**src/rtl/rv_plic_intr_coalesce_pkg.sv**
```systemverilog
// rv_plic_intr_coalesce_pkg: shared channel state encoding and default
// widths for the PLIC interrupt-source coalescer.
package rv_plic_intr_coalesce_pkg;

   // Per-channel state. IDLE waits for the first event of a window, ACCUM
   // counts events and cycles, FIRE holds the level until acknowledged.
   typedef enum logic [1:0] {
      CoalIdle  = 2'd0,
      CoalAccum = 2'd1,
      CoalFire  = 2'd2
   } coal_state_e;

   // Default event-counter / threshold width.
   localparam int unsigned CoalCntWDef = 8;

   // Default timeout-counter / timeout-value width.
   localparam int unsigned CoalTmrWDef = 16;

endpackage : rv_plic_intr_coalesce_pkg

```
**src/rtl/rv_plic_intr_coalesce_chan.sv**
```systemverilog
// rv_plic_intr_coalesce_chan: one interrupt-source channel. Detects rising
// edges on its event line, accumulates them in a window and raises a level
// interrupt when the count threshold or the window timeout is reached. The
// level is held until a clear pulse acknowledges it.
module rv_plic_intr_coalesce_chan
   import rv_plic_intr_coalesce_pkg::*;
#(
   parameter int unsigned CntW = CoalCntWDef,
   parameter int unsigned TmrW = CoalTmrWDef
) (
   input  logic            i_clk,
   input  logic            i_rst,
   input  logic            i_evt,
   input  logic            i_en,
   input  logic [CntW-1:0] i_thresh,
   input  logic [TmrW-1:0] i_timeout,
   input  logic            i_clr,
   output logic            o_intr,
   output logic            o_ovf
);

   localparam logic [CntW-1:0] CntMax = '1;
   localparam logic [TmrW-1:0] TmrMax = '1;

   // Saturating increment of the event counter.
   function automatic logic [CntW-1:0] cnt_sat_inc(input logic [CntW-1:0] v);
      return (v == CntMax) ? v : v + CntW'(1);
   endfunction

   // Saturating increment of the window timer.
   function automatic logic [TmrW-1:0] tmr_sat_inc(input logic [TmrW-1:0] v);
      return (v == TmrMax) ? v : v + TmrW'(1);
   endfunction

   logic            r_evt_q;
   coal_state_e     r_state;
   logic [CntW-1:0] r_cnt;
   logic [TmrW-1:0] r_tmr;
   logic            r_ovf;

   coal_state_e     w_state_n;
   logic [CntW-1:0] w_cnt_n;
   logic [TmrW-1:0] w_tmr_n;
   logic            w_ovf_n;

   logic            w_edge;
   logic            w_first_fire;
   logic            w_tmr_hit;
   logic [CntW-1:0] w_cnt_acc;

   // A held-high event line counts only once.
   assign w_edge = i_evt & ~r_evt_q;

   // A window opened with threshold 0 or 1 is already complete.
   assign w_first_fire = (i_thresh <= CntW'(1));

   // Timer compare is done one bit wider so a saturated timer never
   // wraps around into a false match.
   assign w_tmr_hit = (i_timeout != '0) &&
                      (({1'b0, r_tmr} + (TmrW+1)'(1)) == {1'b0, i_timeout});

   // Count including the event sampled this cycle.
   assign w_cnt_acc = w_edge ? cnt_sat_inc(r_cnt) : r_cnt;

   // State, counters and edge history register.
   always_ff @(posedge i_clk) begin
      if (i_rst) begin
         r_evt_q <= 1'b0;
         r_state <= CoalIdle;
         r_cnt   <= '0;
         r_tmr   <= '0;
         r_ovf   <= 1'b0;
      end else begin
         r_evt_q <= i_evt;
         r_state <= w_state_n;
         r_cnt   <= w_cnt_n;
         r_tmr   <= w_tmr_n;
         r_ovf   <= w_ovf_n;
      end
   end

   // Next-state and counter update for the coalescing window.
   always_comb begin
      w_state_n = r_state;
      w_cnt_n   = r_cnt;
      w_tmr_n   = r_tmr;
      w_ovf_n   = r_ovf;

      if (!i_en) begin
         w_state_n = CoalIdle;
         w_cnt_n   = '0;
         w_tmr_n   = '0;
         w_ovf_n   = 1'b0;
      end else begin
         unique case (r_state)
            CoalIdle: begin
               if (w_edge) begin
                  w_cnt_n   = CntW'(1);
                  w_tmr_n   = '0;
                  w_state_n = w_first_fire ? CoalFire : CoalAccum;
               end
            end

            CoalAccum: begin
               w_cnt_n = w_cnt_acc;
               w_tmr_n = tmr_sat_inc(r_tmr);
               // ">=" so a threshold lowered below the current count fires.
               if ((w_cnt_acc >= i_thresh) || w_tmr_hit) begin
                  w_state_n = CoalFire;
               end
            end

            CoalFire: begin
               if (i_clr) begin
                  // Acknowledge wins; a coincident event opens a new window.
                  w_ovf_n = 1'b0;
                  if (w_edge) begin
                     w_cnt_n   = CntW'(1);
                     w_tmr_n   = '0;
                     w_state_n = w_first_fire ? CoalFire : CoalAccum;
                  end else begin
                     w_cnt_n   = '0;
                     w_tmr_n   = '0;
                     w_state_n = CoalIdle;
                  end
               end else if (w_edge) begin
                  if (r_cnt == CntMax) begin
                     w_ovf_n = 1'b1;
                  end else begin
                     w_cnt_n = r_cnt + CntW'(1);
                  end
               end
            end

            default: begin
               w_state_n = CoalIdle;
               w_cnt_n   = '0;
               w_tmr_n   = '0;
               w_ovf_n   = 1'b0;
            end
         endcase
      end
   end

   assign o_intr = (r_state == CoalFire);
   assign o_ovf  = r_ovf;

endmodule : rv_plic_intr_coalesce_chan

```
**src/rtl/rv_plic_intr_coalesce.sv**
```systemverilog
// rv_plic_intr_coalesce: converts raw peripheral event pulses into coalesced
// level interrupts for the PLIC source inputs, one channel per source.
// Optional build macro RV_PLIC_INTR_COAL_SYNC_EN inserts a 2-flop
// synchronizer on every event line (for asynchronous peripherals), adding
// two cycles of event-to-interrupt latency.
module rv_plic_intr_coalesce
   import rv_plic_intr_coalesce_pkg::*;
#(
   parameter int unsigned NumSrc = 32,
   parameter int unsigned CntW   = CoalCntWDef,
   parameter int unsigned TmrW   = CoalTmrWDef
) (
   input  logic              clk_i,
   input  logic              rst_i,
   input  logic [NumSrc-1:0] evt_i,
   input  logic [NumSrc-1:0] en_i,
   input  logic [CntW-1:0]   thresh_i,
   input  logic [TmrW-1:0]   timeout_i,
   input  logic [NumSrc-1:0] clr_i,
   output logic [NumSrc-1:0] intr_src_o,
   output logic [NumSrc-1:0] ovf_o
);

   logic [NumSrc-1:0] w_evt;

`ifdef RV_PLIC_INTR_COAL_SYNC_EN
   logic [NumSrc-1:0] r_sync_p0;
   logic [NumSrc-1:0] r_sync_p1;

   // Two-flop synchronizer bringing asynchronous event lines into clk_i.
   always_ff @(posedge clk_i) begin
      if (rst_i) begin
         r_sync_p0 <= '0;
         r_sync_p1 <= '0;
      end else begin
         r_sync_p0 <= evt_i;
         r_sync_p1 <= r_sync_p0;
      end
   end

   assign w_evt = r_sync_p1;
`else
   assign w_evt = evt_i;
`endif

   for (genvar g = 0; g < NumSrc; g++) begin : g_chan
      rv_plic_intr_coalesce_chan #(
         .CntW (CntW),
         .TmrW (TmrW)
      ) u_chan (
         .i_clk     (clk_i),
         .i_rst     (rst_i),
         .i_evt     (w_evt[g]),
         .i_en      (en_i[g]),
         .i_thresh  (thresh_i),
         .i_timeout (timeout_i),
         .i_clr     (clr_i[g]),
         .o_intr    (intr_src_o[g]),
         .o_ovf     (ovf_o[g])
      );
   end

endmodule : rv_plic_intr_coalesce

```
**config.mk**
```make
export PLATFORM = sky130hd
export DESIGN_NAME = rv_plic_intr_coalesce
export DESIGN_NICKNAME = d
export VERILOG_FILES = /design/src/rtl/rv_plic_intr_coalesce_pkg.sv /design/src/rtl/rv_plic_intr_coalesce_chan.sv /design/src/rtl/rv_plic_intr_coalesce.sv
export SDC_FILE = /design/constraint.sdc
export NUM_CORES = 2
export LEC_CHECK = 0
export CORE_MARGIN = 4
export CORE_UTILIZATION = 35
export DETAILED_ROUTE_END_ITERATION = 8
export GPL_TIMING_DRIVEN = 0
export REMOVE_ABC_BUFFERS = 1
export SLEW_MARGIN = 20
export SYNTH_ARGS = -nofsm -noshare
export SYNTH_HDL_FRONTEND = slang
export SYNTH_SLANG_ARGS = --single-unit
```
**constraint.sdc**
```tcl
create_clock -name clk_i -period 3.82 [get_ports clk_i]
set_input_delay 0.573 -clock clk_i [delete_from_list [all_inputs] [get_ports clk_i]]
set_output_delay 0.573 -clock clk_i [all_outputs]
set_load 0.005 [all_outputs]
```
* Word-level counts from Yosys, hierarchy flattened
Cells that the tools add are included.
** Storage, ports and cells
- Memory bits (read-only) :: 0
- Memories :: 0
- Bits in latches :: 0
- Register bits :: 896
- Output and inout bits :: 64
- Input bits :: 122
- Memory bits (writable) :: 0
- Word-level logic and storage cells :: 1635
** Operators by class
- Eq/ne operators :: 352
- Shift-type cells :: 0
- Muxes and demuxes :: 609
- Div/mod/pow operators :: 0
- Reduce and logical (&&, ||, !) cells :: 257
- Add/subtract/negate cells :: 96
- Bitwise gates (word level) :: 128
- $lt $le $gt $ge :: 33
- $mul :: 0
** Operators with widths (number)
- $mux W16 :: 96
- $pmux W16 S3 :: 32
- $mux W8 :: 128
- $pmux W8 S3 :: 32
- $add A16 B1 Y17 const B :: 32
- $eq A17 B16 Y1 :: 32
- $add A16 B1 Y16 const B :: 32
- $eq A16 B16 Y1 const B :: 32
- $reduce_and A3 Y1 :: 96
- $mux W2 :: 129
- $add A8 B1 Y8 const B :: 32
- $eq A8 B8 Y1 const B :: 32
- $ge A8 B8 Y1 :: 32
- $ne A3 B3 Y1 const B :: 64
- $pmux W2 S3 :: 32
- $mux W1 :: 128
- $ne A2 B1 Y1 const B :: 64
- $ne A2 B2 Y1 const B :: 64
- $reduce_or A2 Y1 :: 64
- $not A1 Y1 :: 96
- $eq A2 B1 Y1 const B :: 32
- $eq A2 B2 Y1 const B :: 32
- $logic_not A2 Y1 :: 32
- $pmux W1 S2 :: 32
- other kinds (5) :: 98

* Depth between registers and ports, before layout
- Word-level depth :: 7
- Gate-level depth with buffers :: 14
- Gate-level depth less buffers :: 14

* Cells and area by module
A second synthesis with hierarchy kept.
** Unflattened totals
- Cell total of the unflattened synthesis :: 9244
- Area total of the unflattened synthesis :: 73370.4 µm²
** By module, submodules not included
- rv_plic_intr_coalesce_chan (g_chan[0].u_chan ...) :: cells an instance 288, area an instance 2296.0 µm², times used 28, seq. area each 560.5 µm²
- rv_plic_intr_coalesce_chan (g_chan[6].u_chan ...) :: cells an instance 295, area an instance 2270.9 µm², times used 4, seq. area each 560.5 µm²

* Worst setup path before layout
OpenSTA, ideal clock, no wires.
- Path kind :: flip-flop to flip-flop
- Start :: register g_chan[2].u_chan.r_cnt[0]
- End :: register g_chan[2].u_chan.r_state[0]
- Path buffers :: 0
- Stages on the path, launching flop included :: 14
- Data required time :: 3725 ps
- Arrival time :: 3085 ps
- Clock period less this slack :: 3180 ps
- Setup time :: 95 ps
- Slack :: 640 ps
- Path through :: dfxtp_1 ha_1 and2_1 and3_1 a41oi_1 mux2_2 ha_1 a21o_1 a21o_1 a211oi_1 o21ai_0 o211ai_1 nand3_1 a221oi_1
** Between the ends
- Word-level cells in the longest chain between the ends :: 7
- Elaborated cells between the ends (all ways) :: 8
- Classes of those cells :: add/sub: 1; order compare: 1; eq/ne: 2; mux: 2; reduce/logical: 2
** RTL lines
- start, declared :: line rv_plic_intr_coalesce_chan.sv:37 : logic [CntW-1:0] r_cnt;
- start signal, assigned :: line rv_plic_intr_coalesce_chan.sv:76 : r_cnt <= w_cnt_n;
- $add A8 B1 Y8 or $eq A8 B8 Y1 (tied branches) :: line rv_plic_intr_coalesce_chan.sv:27 : return (v == CntMax) ? v : v + CntW'(1);
- $mux W8 :: line rv_plic_intr_coalesce_chan.sv:27
- $mux W8 (*) :: line rv_plic_intr_coalesce_chan.sv:63 : assign w_cnt_acc = w_edge ? cnt_sat_inc(r_cnt) : r_cnt;
- $ge A8 B8 Y1 (*) :: line rv_plic_intr_coalesce_chan.sv:108 : if ((w_cnt_acc >= i_thresh) || w_tmr_hit) begin
- $logic_or A1 B1 Y1 (*) :: line rv_plic_intr_coalesce_chan.sv:108
- $ne A2 B1 Y1 (no line) (*)
- $reduce_and A3 Y1 (no line) (*)
- end signal, assigned :: line rv_plic_intr_coalesce_chan.sv:69 : r_state <= CoalIdle;
- end signal, assigned :: line rv_plic_intr_coalesce_chan.sv:75 : r_state <= w_state_n;
- end, declared :: line rv_plic_intr_coalesce_chan.sv:36 : coal_state_e r_state;
Every way passes the cells marked *; elsewhere a longest branch is shown, timed or not.
A chain may end at the register's enable or synchronous reset.

* Worst setup path after layout
- Start :: register g_chan[10].u_chan.r_tmr[0]
- End :: register g_chan[10].u_chan.r_state[0]
** Between the ends
- Word-level cells in the longest chain between the ends :: 6
** RTL lines
- start, declared :: line rv_plic_intr_coalesce_chan.sv:38 : logic [TmrW-1:0] r_tmr;
- start signal, assigned :: line rv_plic_intr_coalesce_chan.sv:77 : r_tmr <= w_tmr_n;
- $add A16 B1 Y17 :: line rv_plic_intr_coalesce_chan.sv:60 : (({1'b0, r_tmr} + (TmrW+1)'(1)) == {1'b0, i_timeout});
- $eq A17 B16 Y1 :: line rv_plic_intr_coalesce_chan.sv:60
- $logic_and A1 B1 Y1 :: line rv_plic_intr_coalesce_chan.sv:59 : assign w_tmr_hit = (i_timeout != '0) &&
- $logic_or A1 B1 Y1 :: line rv_plic_intr_coalesce_chan.sv:108
- $ne A2 B1 Y1 (no line)
- $reduce_and A3 Y1 (no line)
- end signal, assigned :: line rv_plic_intr_coalesce_chan.sv:69
- end signal, assigned :: line rv_plic_intr_coalesce_chan.sv:75
- end, declared :: line rv_plic_intr_coalesce_chan.sv:36
Every way passes these cells.

==> impl_metrics.yaml <==
status:
  run_status: "complete, no violations"
power_and_ir_drop:
  seq_power_share: 0.402
  p_int_w: 0.0171
  power_w: 0.0237
  clockPowerShare: 0.473
  swShare: 0.279
  cellPowerDensity_nw_per_um2: 324
  combPwrFrac: 0.125
  p_leak_nw: 25.2
  netSwitchingPower_w: 0.00662
  peakVddDrop_uv: 327
setup_path:
  r2r-start: "g_chan[10].u_chan.r_tmr[0]$_SDFFE_PP0P_"
  path_buf_inv: 0
  cp_top_family: "simple AND/OR/NAND/NOR gates"
  end_kind: "register"
  cpPeakStageDelay_ps: 550
  r2r_slack_ps: 370
  r2r_end: "g_chan[10].u_chan.r_state[0]$_SDFFE_PP0P_"
  path_class: "register to register"
  path_cells: "ha_1 > nand3_2 > nor3_1 > a21oi_1 > a311o_1 > or4_1 > a2111oi_1 > nor4_1 > o21a_1"
  cp_max_fo: 9
  reg2reg_depth: 9
  cp.arrival_ps: 4090
  cp_slowest_cell: "nor3_1"
  cp.required_ps: 4460
  start_kind: "register"
logic_synthesis:
  syn_area_per_cell_sq_um: 7.54
  yosys_register_bits: 896
  ys_warn_count: 0
  ys_seq_area_frac: 0.273
  synthArstFlopShare: 0
  synth_cells: 8728
  synth_cell_types: 101
  synthesis.area_sq_um: 65800
  synth-edff-count: 0
  synthFlopType: "dfxtp_1"
timing:
  rsz0062_at_grt: "no"
  setup_tns_ps: 0
  skew_ps: 35.8
  fin_crit_sh: 0.904
  hold_violations: 0
  relSlewSlack: 0.233
  min_period_ps: 3450
  hold_ws_ps: 196
  tightest_slew_ps: 1140
  final_max_slew_viol_count: 0
  finalSetupViolCount: 0
  final.setup.worst_slack_ps: 366
  fmax_mhz: 290
cts:
  post_cts_buffers: 0
  cts_hold_buf: 0
  clkSinkCount: 896
  cts.path.max_buffers: 3
  cts_root_buffer: "clkbuf_16"
  htreeDepth: 3
  cts_tree: "done"
  clkTransAtPathRegs_ps: 60
  cts_buffers: 111
  insertion_delay_ps: 750
floorplanning:
  die_y_microns: 442
  dieWidth_microns: 442
  io_pins: 186
  initial_core_util: 0.353
  rows: 158
  core_area_sq_um: 186000
  die-area_sq_um: 195000
cells_and_area:
  finalNonFillerCells: 11109
  area_growth_pct: 11.4
  final_common_cell: "nor2_1"
  mostFrequentLayoutCells: "nor2_1 (1029), dfxtp_1 (896), a21oi_1 (795), o21ai_0 (651), xnor2_1 (582)"
  layout-drive-gt1-share: 0.0509
  final_net_count: 8973
drt:
  vias: 64092
  drc: 0
  vias_per_cell: 5.77
  wl_per_cell_microns: 19.4
  ant_nets: 0
  first_pass_iters: 6
  drt-initial-drc-count: 4783
  finalWirelength_microns: 215000
global_routing:
  gr-total-overflow: 0
  grt_pass1_wl_microns: 334000
  grt_pass1_vias: 59500
  antenna_found_initial: 9
  grt.total_usage: 0.211
  grt_max_degree: 62
placement:
  portBuffers: 185
  dp_slack_ps: -370
  dp_cells: 10898
  dp_hpwl_microns: 141000
  place.gp.congestion: 0.854
flow_run:
  maxCapViolCount: 0
worst_hold_path:
  hold_path_class: "input pin to register"
  hp-start: "rst_i"
  whs_path_depth: 2
  hold_path_end: "g_chan[24].u_chan.r_evt_q$_SDFF_PP0_"
==> metrics by stage <==
stage | utilization | area (sq um)
global route | 0.394 | 73300
floorplan | - | 63400
CTS | 0.393 | 73200
detailed placement | 0.372 | 69400
global placement | 0.367 | 68400
finish | 0.394 | 73300
==> how the worst max path moves through the flow <==
stage	start	to	slack [ps]	depth (start not counted)
3_3_place_gp	rst_i	g_chan[21].u_chan.r_state[0]$_SDFFE_PP0P_	-5220	6
2_1_floorplan	g_chan[2].u_chan.r_cnt[0]$_SDFFE_PP0P_	g_chan[2].u_chan.r_state[0]$_SDFFE_PP0P_	630	13
6_report	g_chan[10].u_chan.r_tmr[0]$_SDFFE_PP0P_	g_chan[10].u_chan.r_state[0]$_SDFFE_PP0P_	370	9
4_1_cts	g_chan[27].u_chan.r_cnt[0]$_SDFFE_PP0P_	g_chan[27].u_chan.r_state[0]$_SDFFE_PP0P_	90	13
5_1_grt	g_chan[30].u_chan.r_tmr[0]$_SDFFE_PP0P_	g_chan[30].u_chan.r_tmr[13]$_SDFFE_PP0P_	70	8
3_5_place_dp	evt_i[27]	g_chan[27].u_chan.r_state[0]$_SDFFE_PP0P_	-370	13
==> cell type report <==
type	count	area, sq um
Inverter	129	509
Tap cell	2480	3100
Timing Repair Buffer	220	2700
Clock inverter	44	569
Clock buffer	162	3280
Fill cell	19058	113000
Antenna cell	5	12.5
Sequential cell	896	17900
Multi-Input combinational cell	7173	45200
==> timing repair <==
item,4_1_cts,5_1_grt
resized for setup,0,4
endpoints found under the hold margin,0,0
setup endpoints to repair,0,3
==> power groups by stage <==
stage	sequential, W	clock (W)	combinational (W)
after floorplan	0.00970	0	0.00167
after global placement	0.00973	0	0.00287
after detailed placement	0.00974	0	0.00295
after CTS	0.00953	0.0115	0.00296
after global routing	0.00955	0.0118	0.00326
final	0.00954	0.0112	0.00297
==> state kept, by name, indices dropped and copies added (netlist names) <==
name and flops:
g_chan.u_chan.o_ovf 32, g_chan.u_chan.r_cnt 256, g_chan.u_chan.r_evt_q 32, g_chan.u_chan.r_state 64, g_chan.u_chan.r_tmr 512
==> synth_stat cells, types with 91 or more instances <==
cell type  instances  area share
nand3b_1          91       0.010
clkbuf_1         366       0.021
inv_1            124      0.0071
nand3_1          342       0.026
ha_1             320       0.061
a31oi_1          116       0.011
nor2b_1          203       0.019
or3_1            190       0.018
dfxtp_1          896        0.27
a21oi_1          797       0.061
o21ai_0          653       0.050
xor2_1           312       0.042
xnor2_1          582       0.077
nand2b_1         145       0.014
a22oi_1          229       0.026
nand2_1          508       0.029
and3_1           161       0.015
nor3_1           260       0.020
nand4_1          201       0.019
nor4_1           102      0.0097
nor2_1          1029       0.059
==> layer usage <==
layer / wire, microns / global-route usage / vias up
li1: - / - / 31192
met1: 96500 / 0.278 / 30873
met2: 99100 / 0.349 / 1624
met3: 11300 / 0.0300 / 401
met4: 8530 / 0.0771 / 2
met5: 13 / 0 / -
==> logic make-up after synthesis <==
kind of cell	count (synthesis)	synth area share
DFF	896	0.273
xor gates and xnor gates	896	0.120
AOI/OAI and AO/OA	2296	0.207
and+or+nand+nor	3557	0.280
muxes	104	0.0169
adders and majority gates	320	0.0609
buffers and inverters	659	0.0428
==> worst register-to-register path, stage by stage (launching register included) <==
cell       delay (ps)
dfxtp_1           460
ha_1              330
nand3_2           220
nor3_1            550
a21oi_1           140
a311o_1           310
or4_1             530
a2111oi_1         490
nor4_1            120
o21a_1            210
No activity file was read; power rests on OpenSTA's default activity.
